<file path="config.mk">
export PLATFORM = sky130hd
export DESIGN_NAME = spi_slave_byte_flat
export DESIGN_NICKNAME = d
export VERILOG_FILES = /design/src/rtl/spi_pkg.sv /design/src/rtl/spi_slave_byte_if.sv /design/src/rtl/spi_sync.sv /design/src/rtl/spi_slave_byte.sv /design/src/flat_wrapper.sv
export SDC_FILE = /design/constraint.sdc
export NUM_CORES = 1
export LEC_CHECK = 0
export CORE_ASPECT_RATIO = 1.4
export CORE_UTILIZATION = 54
export DETAILED_ROUTE_END_ITERATION = 12
export GPL_TIMING_DRIVEN = 0
export PLACE_DENSITY = 0.79
export SYNTH_ARGS = -nofsm -noshare
export SYNTH_HDL_FRONTEND = slang
export SYNTH_SLANG_ARGS = --single-unit
export TNS_END_PERCENT = 5
</file>
<file path="constraint.sdc">
create_clock -name clk_i -period 2.3 [get_ports clk_i]
set_input_delay 0.69 -clock clk_i [delete_from_list [all_inputs] [get_ports clk_i]]
set_output_delay 0.69 -clock clk_i [all_outputs]
set_load 0.02 [all_outputs]
</file>
<file path="src/rtl/spi_pkg.sv">
// Shared constants and types for the SPI byte slave: frame width, counter widths, rx FIFO geometry.
package spi_pkg;
  localparam int SPI_BITS = 8;
  localparam int BIT_CNT_W = 3;
  localparam logic [SPI_BITS-1:0] FILL_BYTE_DEFAULT = 8'h00;
  localparam int FIFO_DEPTH = 4;
  localparam int FIFO_PTR_W = 2;

  typedef enum logic {
    ST_IDLE,
    ST_ACTIVE
  } spi_state_e;

  typedef struct packed {
    logic                first;
    logic [SPI_BITS-1:0] data;
  } rx_entry_t;
endpackage

</file>
<file path="src/rtl/spi_slave_byte_if.sv">
// Byte-stream side of the SPI slave: rx valid/ready stream, tx valid/ready stream and status pulses.
interface spi_slave_byte_if;
  logic [spi_pkg::SPI_BITS-1:0] rx_data;
  logic                         rx_valid;
  logic                         rx_first;
  logic                         rx_ready;
  logic [spi_pkg::SPI_BITS-1:0] tx_data;
  logic                         tx_valid;
  logic                         tx_ready;
  logic                         tx_underrun;
  logic                         rx_overrun;

  modport slave (
    output rx_data, rx_valid, rx_first, tx_ready, tx_underrun, rx_overrun,
    input  rx_ready, tx_data, tx_valid
  );

  modport master (
    input  rx_data, rx_valid, rx_first, tx_ready, tx_underrun, rx_overrun,
    output rx_ready, tx_data, tx_valid
  );
endinterface

</file>
<file path="src/rtl/spi_sync.sv">
// Multi-stage synchroniser for one asynchronous pin, with registered level and rise/fall strobes
// that are aligned with each other (all three change on the same clock edge).
module spi_sync #(
  parameter int STAGES = 2,
  parameter bit IDLE   = 1'b0
) (
  input  logic clk_i,
  input  logic rst_i,
  input  logic d,
  output logic level,
  output logic rise,
  output logic fall
);
  logic [STAGES-1:0] chain;

  // NOTE: sequential state always uses non-blocking assignments so every flop samples pre-edge values.
  always_ff @(posedge clk_i or posedge rst_i) begin
    if (rst_i) begin
      chain <= {STAGES{IDLE}};
      level <= IDLE;
      rise  <= 1'b0;
      fall  <= 1'b0;
    end else begin
      chain <= {chain[STAGES-2:0], d};
      level <= chain[STAGES-1];
      rise  <= chain[STAGES-1] & ~level;
      fall  <= ~chain[STAGES-1] & level;
    end
  end
endmodule

</file>
<file path="src/rtl/spi_slave_byte.sv">
// SPI mode-0 byte slave: synchronises SS/SCK/MOSI, deserialises MOSI and serialises queued replies on MISO.
// Define SPI_SLAVE_RX_FIFO_EN to route received bytes through a 4-entry FIFO with rx_ready backpressure.
module spi_slave_byte
  import spi_pkg::*;
#(
  parameter int                  SYNC_STAGES = 2,
  parameter logic [SPI_BITS-1:0] FILL_BYTE   = FILL_BYTE_DEFAULT
) (
  input  logic clk_i,
  input  logic rst_i,
  input  logic spi_ss,
  input  logic spi_sck,
  input  logic spi_mosi,
  output logic spi_miso,
  spi_slave_byte_if.slave bus
);
  logic       ss_lvl, ss_rise, ss_fall, sck_rise, sck_fall, mosi_lvl;
  logic       unused_sck_lvl;
  logic [1:0] unused_mosi_edges;

  spi_sync #(.STAGES(SYNC_STAGES), .IDLE(1'b1)) u_ss_sync (
    .clk_i, .rst_i, .d(spi_ss), .level(ss_lvl), .rise(ss_rise), .fall(ss_fall)
  );
  spi_sync #(.STAGES(SYNC_STAGES), .IDLE(1'b0)) u_sck_sync (
    .clk_i, .rst_i, .d(spi_sck), .level(unused_sck_lvl), .rise(sck_rise), .fall(sck_fall)
  );
  spi_sync #(.STAGES(SYNC_STAGES), .IDLE(1'b0)) u_mosi_sync (
    .clk_i, .rst_i, .d(spi_mosi), .level(mosi_lvl),
    .rise(unused_mosi_edges[0]), .fall(unused_mosi_edges[1])
  );

  spi_state_e           state;
  logic [SYNC_STAGES:0] settle;
  logic                 armed, first_pending, byte_done, tx_full, underrun_q;
  logic                 rx_push, rx_byte_first;
  logic [BIT_CNT_W-1:0] bit_cnt;
  logic [SPI_BITS-1:0]  rx_shift, rx_next, rx_byte, tx_shift, tx_buf;
  logic                 start, load, accept;

  assign rx_next = {rx_shift[SPI_BITS-2:0], mosi_lvl};
  assign start   = (state == ST_IDLE) && armed && ss_fall;
  assign load    = start || ((state == ST_ACTIVE) && !ss_rise && sck_fall && byte_done);
  assign accept  = bus.tx_valid && !tx_full;

  assign spi_miso        = tx_shift[SPI_BITS-1];
  assign bus.tx_ready    = !tx_full;
  assign bus.tx_underrun = underrun_q;

  always_ff @(posedge clk_i or posedge rst_i) begin
    if (rst_i) begin
      state         <= ST_IDLE;
      settle        <= '0;
      armed         <= 1'b0;
      first_pending <= 1'b0;
      byte_done     <= 1'b0;
      bit_cnt       <= '0;
      rx_shift      <= '0;
      rx_byte       <= '0;
      rx_byte_first <= 1'b0;
      rx_push       <= 1'b0;
      tx_shift      <= '0;
      tx_buf        <= '0;
      tx_full       <= 1'b0;
      underrun_q    <= 1'b0;
    end else begin
      settle     <= {settle[SYNC_STAGES-1:0], 1'b1};
      rx_push    <= 1'b0;
      underrun_q <= 1'b0;
      case (state)
        // SS must be seen high through a flushed synchroniser before a fall can open a frame.
        ST_IDLE: begin
          armed <= settle[SYNC_STAGES] & ss_lvl;
          if (start) begin
            state         <= ST_ACTIVE;
            armed         <= 1'b0;
            bit_cnt       <= '0;
            byte_done     <= 1'b0;
            first_pending <= 1'b1;
          end
        end
        ST_ACTIVE: begin
          if (ss_rise) begin
            state     <= ST_IDLE;
            bit_cnt   <= '0;
            byte_done <= 1'b0;
            tx_shift  <= '0;
          end else if (sck_rise) begin
            rx_shift <= rx_next;
            bit_cnt  <= bit_cnt + 1'b1;
            if (bit_cnt == BIT_CNT_W'(SPI_BITS - 1)) begin
              rx_push       <= 1'b1;
              rx_byte       <= rx_next;
              rx_byte_first <= first_pending;
              first_pending <= 1'b0;
              byte_done     <= 1'b1;
            end
          end else if (sck_fall) begin
            byte_done <= 1'b0;
            if (!byte_done) tx_shift <= tx_shift << 1;
          end
        end
        default: state <= ST_IDLE;
      endcase

      if (load) begin
        if (tx_full) begin
          tx_shift <= tx_buf;
        end else begin
          tx_shift   <= FILL_BYTE;
          underrun_q <= 1'b1;
        end
      end
      if (accept) tx_buf <= bus.tx_data;
      tx_full <= accept || (tx_full && !load);
    end
  end

`ifdef SPI_SLAVE_RX_FIFO_EN
  rx_entry_t               fifo_mem [FIFO_DEPTH];
  rx_entry_t               head;
  logic [FIFO_PTR_W-1:0]   wr_ptr, rd_ptr;
  logic [FIFO_PTR_W:0]     count;
  logic                    nonempty, full, pop, push_ok, overrun_q;

  assign nonempty = (count != '0);
  assign full     = (count == (FIFO_PTR_W + 1)'(FIFO_DEPTH));
  assign pop      = nonempty && bus.rx_ready;
  assign push_ok  = rx_push && (!full || pop);
  assign head     = fifo_mem[rd_ptr];

  // NOTE: storage needs no reset; an entry is only read after it has been written, and outputs are gated by nonempty.
  always_ff @(posedge clk_i) begin
    if (push_ok) fifo_mem[wr_ptr] <= '{first: rx_byte_first, data: rx_byte};
  end

  always_ff @(posedge clk_i or posedge rst_i) begin
    if (rst_i) begin
      wr_ptr    <= '0;
      rd_ptr    <= '0;
      count     <= '0;
      overrun_q <= 1'b0;
    end else begin
      overrun_q <= rx_push && full && !pop;
      if (push_ok) wr_ptr <= wr_ptr + 1'b1;
      if (pop)     rd_ptr <= rd_ptr + 1'b1;
      case ({push_ok, pop})
        2'b10:   count <= count + 1'b1;
        2'b01:   count <= count - 1'b1;
        default: count <= count;
      endcase
    end
  end

  assign bus.rx_valid   = nonempty;
  assign bus.rx_data    = nonempty ? head.data : '0;
  assign bus.rx_first   = nonempty & head.first;
  assign bus.rx_overrun = overrun_q;
`else
  logic unused_rx_ready;
  assign unused_rx_ready = bus.rx_ready;

  assign bus.rx_valid   = rx_push;
  assign bus.rx_data    = rx_byte;
  assign bus.rx_first   = rx_byte_first;
  assign bus.rx_overrun = 1'b0;
`endif
endmodule

</file>
<file path="src/flat_wrapper.sv">
// flat-port wrapper written by rule: the top's interface ports become plain ports
module spi_slave_byte_flat import spi_pkg::*;
#(
  parameter int                  SYNC_STAGES = 2,
  parameter logic [SPI_BITS-1:0] FILL_BYTE   = FILL_BYTE_DEFAULT
)
  (clk_i, rst_i, spi_ss, spi_sck, spi_mosi, spi_miso, bus_rx_data, bus_rx_valid, bus_rx_first, bus_tx_ready, bus_tx_underrun, bus_rx_overrun, bus_rx_ready, bus_tx_data, bus_tx_valid);
  spi_slave_byte_if bus_i ();
  input  logic clk_i;
  input  logic rst_i;
  input  logic spi_ss;
  input  logic spi_sck;
  input  logic spi_mosi;
  output logic spi_miso;
  output wire logic [$bits(bus_i.rx_data)-1:0] bus_rx_data;
  output wire logic [$bits(bus_i.rx_valid)-1:0] bus_rx_valid;
  output wire logic [$bits(bus_i.rx_first)-1:0] bus_rx_first;
  output wire logic [$bits(bus_i.tx_ready)-1:0] bus_tx_ready;
  output wire logic [$bits(bus_i.tx_underrun)-1:0] bus_tx_underrun;
  output wire logic [$bits(bus_i.rx_overrun)-1:0] bus_rx_overrun;
  input wire logic [$bits(bus_i.rx_ready)-1:0] bus_rx_ready;
  input wire logic [$bits(bus_i.tx_data)-1:0] bus_tx_data;
  input wire logic [$bits(bus_i.tx_valid)-1:0] bus_tx_valid;
  assign bus_rx_data = bus_i.rx_data;
  assign bus_rx_valid = bus_i.rx_valid;
  assign bus_rx_first = bus_i.rx_first;
  assign bus_tx_ready = bus_i.tx_ready;
  assign bus_tx_underrun = bus_i.tx_underrun;
  assign bus_rx_overrun = bus_i.rx_overrun;
  assign bus_i.rx_ready = bus_rx_ready;
  assign bus_i.tx_data = bus_tx_data;
  assign bus_i.tx_valid = bus_tx_valid;
  spi_slave_byte #(.SYNC_STAGES(SYNC_STAGES), .FILL_BYTE(FILL_BYTE)) u_core (.clk_i(clk_i), .rst_i(rst_i), .spi_ss(spi_ss), .spi_sck(spi_sck), .spi_mosi(spi_mosi), .spi_miso(spi_miso), .bus(bus_i));
endmodule
</file>
Yosys cells after proc, flatten, opt, wreduce, memory -nomap -nowiden
Cells that the tools add are included.
{"block": "op_classes", "n_eq_ne": 10, "n_addsub": 1, "n_reduce_logical": 20, "muxes": 32, "n_bitwise": 11}
{"operator": "$mux W8", "count": 7}
{"operator": "$mux W1", "count": 18}
{"operator": "$reduce_and A4 Y1", "count": 3}
{"operator": "$mux W3", "count": 3}
{"operator": "$ne A4 B4 Y1 const B", "count": 2}
{"operator": "$logic_and A1 B1 Y1", "count": 7}
{"operator": "$ne A2 B2 Y1 const B", "count": 3}
{"operator": "$ne A3 B3 Y1 const B", "count": 2}
{"operator": "$not A1 Y1", "count": 6}
{"operator": "$pmux W1 S2", "count": 3}
{"operator": "$pmux W3 S2", "count": 1}
{"operator": "$reduce_and A3 Y1", "count": 2}
{"operator": "$and A1 B1 Y1", "count": 5}
{"operator": "$add A3 B1 Y3 const B", "count": 1}
{"operator": "$eq A3 B3 Y1 const B", "count": 1}
{"operator": "$logic_not A1 Y1", "count": 3}
{"operator": "$ne A3 B1 Y1 const B", "count": 1}
{"operator": "$reduce_bool A3 Y1", "count": 1}
{"operator": "$logic_or A1 B1 Y1", "count": 2}
{"operator": "$ne A2 B1 Y1 const B", "count": 1}
{"operator": "$reduce_and A2 Y1", "count": 1}
{"operator": "$reduce_bool A2 Y1", "count": 1}
{"block": "totals", "elab_cells": 98, "out_inout_bits": 14, "in_bits": 15, "regBits": 58}

Depth between registers and ports, before layout
{"block": "logic_depth", "ltp_word": 8, "ltp_mapped": 6, "depth_no_buf": 5}

Modules after synthesis
From an unflattened synthesis, not the netlist that was laid out.
{"block": "hier_totals", "cells_unflattened": 174, "hier_area_um2": 2388.5}
{"module": "spi_slave_byte", "area_each_um2": 1953.1, "seq_area_each_um2": 1126.1, "n_inst": 1, "cells_per_inst": 150}
{"module": "spi_sync (u_core.u_mosi_sync ...)", "area_each_um2": 143.9, "seq_area_each_um2": 125.1, "n_inst": 2, "cells_per_inst": 8}
{"module": "spi_sync (u_core.u_ss_sync)", "area_each_um2": 147.6, "seq_area_each_um2": 128.9, "n_inst": 1, "cells_per_inst": 8}

Worst setup path after synthesis
OpenSTA, ideal clock, no wires.
{"block": "synth_timing", "kind": "register to output", "from": "reg u_core.tx_full", "to": "out bus_tx_ready", "n_path_buf": 1, "arrival_ps": 770, "path_stages_with_launch": 3, "required_ps": 1610, "slack_ps": 840, "path_cell_list": "dfrtp_1 clkbuf_1 inv_1"}
{"block": "synth_between", "elab_chain_len": 1}
{"item": "start: declaration", "line_no": "spi_slave_byte.sv:34", "source": "logic armed, first_pending, byte_done, tx_full, underrun_q;"}
{"item": "start signal: assignment", "line_no": "spi_slave_byte.sv:114", "source": "tx_full <= accept || (tx_full && !load);"}
{"item": "$logic_not A1 Y1", "line_no": "spi_slave_byte.sv:46", "source": "assign bus.tx_ready = !tx_full;"}
{"item": "end: declaration", "line_no": "flat_wrapper.sv:18", "source": "output wire logic [$bits(bus_i.tx_ready)-1:0] bus_tx_ready;"}
Every way passes these cells.

Final worst setup path
Same ends and word-level chain as after synthesis.

==> flow_results.org <==
** Run status
- The flow ran to the end, but the final reports show violations.
- Violations in the final reports :: design-rule violations

** Yosys
- Post-Syn Nets :: 181
- Of the total synthesized cell area, the portion taken by full adders, half adders and majority gates is 0.0108.
- Post-synthesis instance area :: 0.00232 mm²
- Number of distinct library cells after synthesis :: 31
- The cell count after synthesis came out at 164.
- Mean Syn Cell Area :: 14.2 µm²
- Number of synthesized register bits :: 58
- Largest family of logic cells by synthesized area :: multiplexers
- Ranked by total cell area, the synthesized netlist is headed by sky130_fd_sc_hd__dfrtp_1 59%, sky130_fd_sc_hd__mux2_2 7.8%, sky130_fd_sc_hd__mux2_4 5.2%, sky130_fd_sc_hd__nand3_1 3.4%, sky130_fd_sc_hd__dfstp_2 3.4%.
- Post-synthesis compound-gate area fraction :: 0.0743
- Area share of the leading cell type in the synthesized netlist :: 0.592
- For this run, asynchronously set or reset flops after synthesis account for 1.00.
- Area fraction in and, or, nand and nor cells after synthesis :: 0.118
- In the synthesized netlist the dominant register cell turns out to be sky130_fd_sc_hd__dfrtp_1.
- The Yosys step of the flow raised 0 warnings.
- Of the synthesized area, sequential elements account for 0.626.
- The portion of synthesized area spent on multiplexers is 0.133.
- The synthesized design spends more area on one cell type than any other, namely sky130_fd_sc_hd__dfrtp_1.
- Of the total synthesized cell area, the portion taken by XOR and XNOR cells is 0.
- Yosys mapped a number of flops with a built-in enable equal to 0.

** Layout
- Final Non-Filler Cells :: 249
- Commonest non-fill, non-tap cells in the layout :: 54 x sky130_fd_sc_hd__dfrtp_1, 26 x sky130_fd_sc_hd__clkdlybuf4s50_1, 16 x sky130_fd_sc_hd__mux2_2, 16 x sky130_fd_sc_hd__nand3_1, 9 x sky130_fd_sc_hd__clkbuf_8
- Area grow syn2layout :: 24.3%
- For this run, the share of the core covered by cells in the final layout is 0.719.
- Share of layout cells above drive strength 1 :: 0.277
- Antenna Cells :: 0
- Filler cell count in the final layout :: 277
- After routing the design area is 0.00289 mm².
- Post-layout nets :: 218
- Leaving out fill and tap cells, the most frequent cell in the layout is sky130_fd_sc_hd__dfrtp_1.

** Clock network
- Counting the buffers created by CTS gives 9.
- H-tree Lvls :: 3
- After clock tree synthesis, the repair step resized 0 gates.
- Clock transition at the registers of the reported paths :: 60 ps
- Clock insertion delay at the later pin of the skew report :: 330 ps
- Clock Tree Root :: sky130_fd_sc_hd__clkbuf_8
- Hold-fix buffers, CTS :: 0
- Clock net sink count :: 58
- Post-CTS timing repair inserted 0 buffers for setup.
- Clock tree from TritonCTS :: done
- Number of buffers on the longest clock path :: 2

** Critical path
- The critical path in this run is classified as register to primary output.
- Broken down by cell family, the worst path's largest delay share belongs to buffers and inverters.
- FF-to-FF End :: u_core.bus.rx_data[1]
- The largest single stage delay on the critical path is 610 ps.
- Depth of the worst register-to-register path :: 5
- The critical path goes through inv_1 > clkdlybuf4s50_1.
- The worst setup path is launched from a register.
- Cell with the largest stage delay on the worst path :: sky130_fd_sc_hd__clkdlybuf4s50_1
- Reg-to-reg critical path startpoint :: u_core.bit_cnt[0]
- Setup slack, reg-to-reg :: 720 ps
- At the worst endpoint, the arrival time is 1520 ps.
- STA puts the critical path data required time at 1610 ps.
- STA classifies the critical path endpoint as a primary output.
- Of all nets on the critical path, the largest fanout is 12.
- CP bufs+invs :: 2

** Place
- Placement-stage cell area :: 0.00266 mm²
- Input and output buffers added on the ports amount to 26.
- The number of placed instances, taps included, is 234.
- OpenSTA, run right after detailed placement, puts the worst setup slack at 297 ps.
- Placed wire-length estimate after detailed placement :: 2760 µm
- Final Wtd Congestion :: 0.783

** Floorplanning
- Core Box Area :: 0.00402 mm²
- Boundary pin count :: 29
- From bottom edge to top edge, the die measures 79.6 µm.
- Row Count :: 27
- The die covers 0.00458 mm².
- The die is 57.5 µm wide.
- Initial standard-cell utilization of the core :: 0.578

** Power and ir drop
- Net switching power of the design :: 0.826 mW
- Of the total power, combinational logic draws 0.178.
- Across the VDD grid, the largest voltage drop is 0.812 mV.
- Sequential share of power :: 0.467
- Switch share :: 0.268
- Power spread over the standard cell area amounts to 1070 mW/mm².
- Cell internal power was estimated by the tool at 2.26 mW.
- Clock network fraction of design power :: 0.355
- Static leakage power :: 1.45 nW

** STA
- RSZ-0062 raised after global routing :: false
- Static timing analysis puts the maximum clock frequency at 0.453 GHz.
- Final worst-path setup slack :: 91.6 ps
- At the pin with the least slew margin, the transition time is 569 ps.
- The smallest clock period supported by the final layout is computed as 2210 ps.
- Of the available clock period, the critical path in the final layout requires 0.960.
- Worst-case clock skew :: 6.84 ps
- The count of pins over their slew limit is 0.
- The hold violation count in the final report was 0.
- Summed over all failing endpoints, the final setup total negative slack is 0 ps.
- Final Setup Violations :: 0
- Slew HR :: 0.620

** Worst hold path
- The tightest min-delay check is of the register to register type.
- Start point of the worst hold path :: u_core.settle[0]
- Counting instances, the worst hold path has a depth of 0.
- Worst Hold End :: u_core.settle[1]

** Detailed routing
- Post-DR wirelength/cell :: 16.4 µm
- After detailed routing, the number of remaining DRC violations is 3.
- Routed vias :: 1413
- Before antenna repair, the detailed router went through 10 iterations.
- Post-Route WL :: 4080 µm
- After detailed routing, the number of vias per cell comes to 5.67.
- The detailed router finished its first iteration with 93 violations.
- The detail route stage leaves a number of antenna-violating nets equal to 0.

** GRT
- Remaining Overflow, GRT :: 0
- All-Layer GR Usage :: 0.208
- The first global-routing pass estimated 6870 µm of wire.
- The via count of the first global-routing pass came to 1479.
- Maximum number of pins on one net before global-route repair :: 33
- The initial antenna violation count came to 0.

** Job
- Maxcap violations :: 0
flip-flops by register name (all words and copies together), names as in the netlist, 2 cells and up:
name and flops:
u_core.u_mosi_sync.chain 2, u_core.u_ss_sync.chain 2, u_core.u_sck_sync.chain 2, u_core.tx_buf 8, u_core.settle 3, u_core.rx_shift 7, u_core.bus.rx_data 8, u_core.bit_cnt 3
u_core.tx_shift 8
final cells by class:
cell class / count / area, µm² / share of cell area
plain buffers: 8 / 65.1 / 0.0225
clock buffers: 10 / 128 / 0.0442
clock inverters: 6 / 105 / 0.0364
inverters: 3 / 11.3 / 0.00390
multi-input cells: 94 / 790 / 0.273
flip-flops and latches: 58 / 1460 / 0.504
well taps: 43 / 53.8 / 0.0186
repair buffers: 27 / 280 / 0.0970
cells in the mapped netlist (all sizes together), types with 2 or more instances:
master  count
nand3      16
conb        2
clkbuf      2
nand4b      2
a21o        3
a21oi       2
dfrtp      55
nand3b      2
inv         3
nand2b      2
mux2       24
buf         7
o21ai       3
dfstp       3
a22oi       7
ha          2
a32o        2
a31oi       7
nor2b       5
nor2        2
nand2       7
how the worst max path moves through the flow:
stage,startpoint,to,slack (ps),cells after the start
CTS,u_core.tx_full,bus_tx_ready,20,2
floorplan,rst_i,u_core.armed,190,1
finish,u_core.tx_full,bus_tx_ready,90,2
detailed placement,bus_tx_valid,u_core.tx_buf[3],300,4
global placement,rst_i,u_core.settle[0],-690,2
global route,u_core.tx_full,bus_tx_ready,50,2
power by group through the flow:
stage | logic (mW) | registers (mW) | clock network, mW
4_1_cts | 0.557 | 1.44 | 1.12
3_5_place_dp | 0.571 | 1.43 | 0
6_report | 0.550 | 1.44 | 1.10
5_1_grt | 0.603 | 1.47 | 1.16
2_1_floorplan | 0.426 | 1.38 | 0
3_3_place_gp | 0.534 | 1.41 | 0
metal layers:
layer,track usage,share of wire,vias to the layer above
met5,0,0,-
met4,0.151,0.032,0
met3,0.0357,0.035,11
met2,0.362,0.54,44
met1,0.224,0.39,701
li1,-,-,657
logic make-up (layout without fill, tap and decap cells):
group | Yosys count | count (layout)
fa+ha+maj | 2 | 2
mux | 25 | 25
buf+inv | 12 | 54
simple gates | 40 | 40
other cells | 2 | 2
flops | 58 | 58
compound gates | 25 | 25
per-stage QoR:
stage	total power, mW	hold slack, ps
final	3.09	348
after floorplan	1.81	331
after global placement	1.94	332
after global routing	3.23	354
after detailed placement	2.00	336
after CTS	3.11	351
worst register-to-register path: cells and delay by family, from the launching register on:
| kind | cells | cell delay [ps] |
|---|---|---|
| flip-flops | 1 | 410 |
| adder cells (fa/ha/maj) | 2 | 460 |
| multiplexers | 1 | 310 |
| AND/OR/NAND/NOR | 1 | 120 |
| buffers and inverters | 1 | 170 |
(Power assumes the default switching activity.)
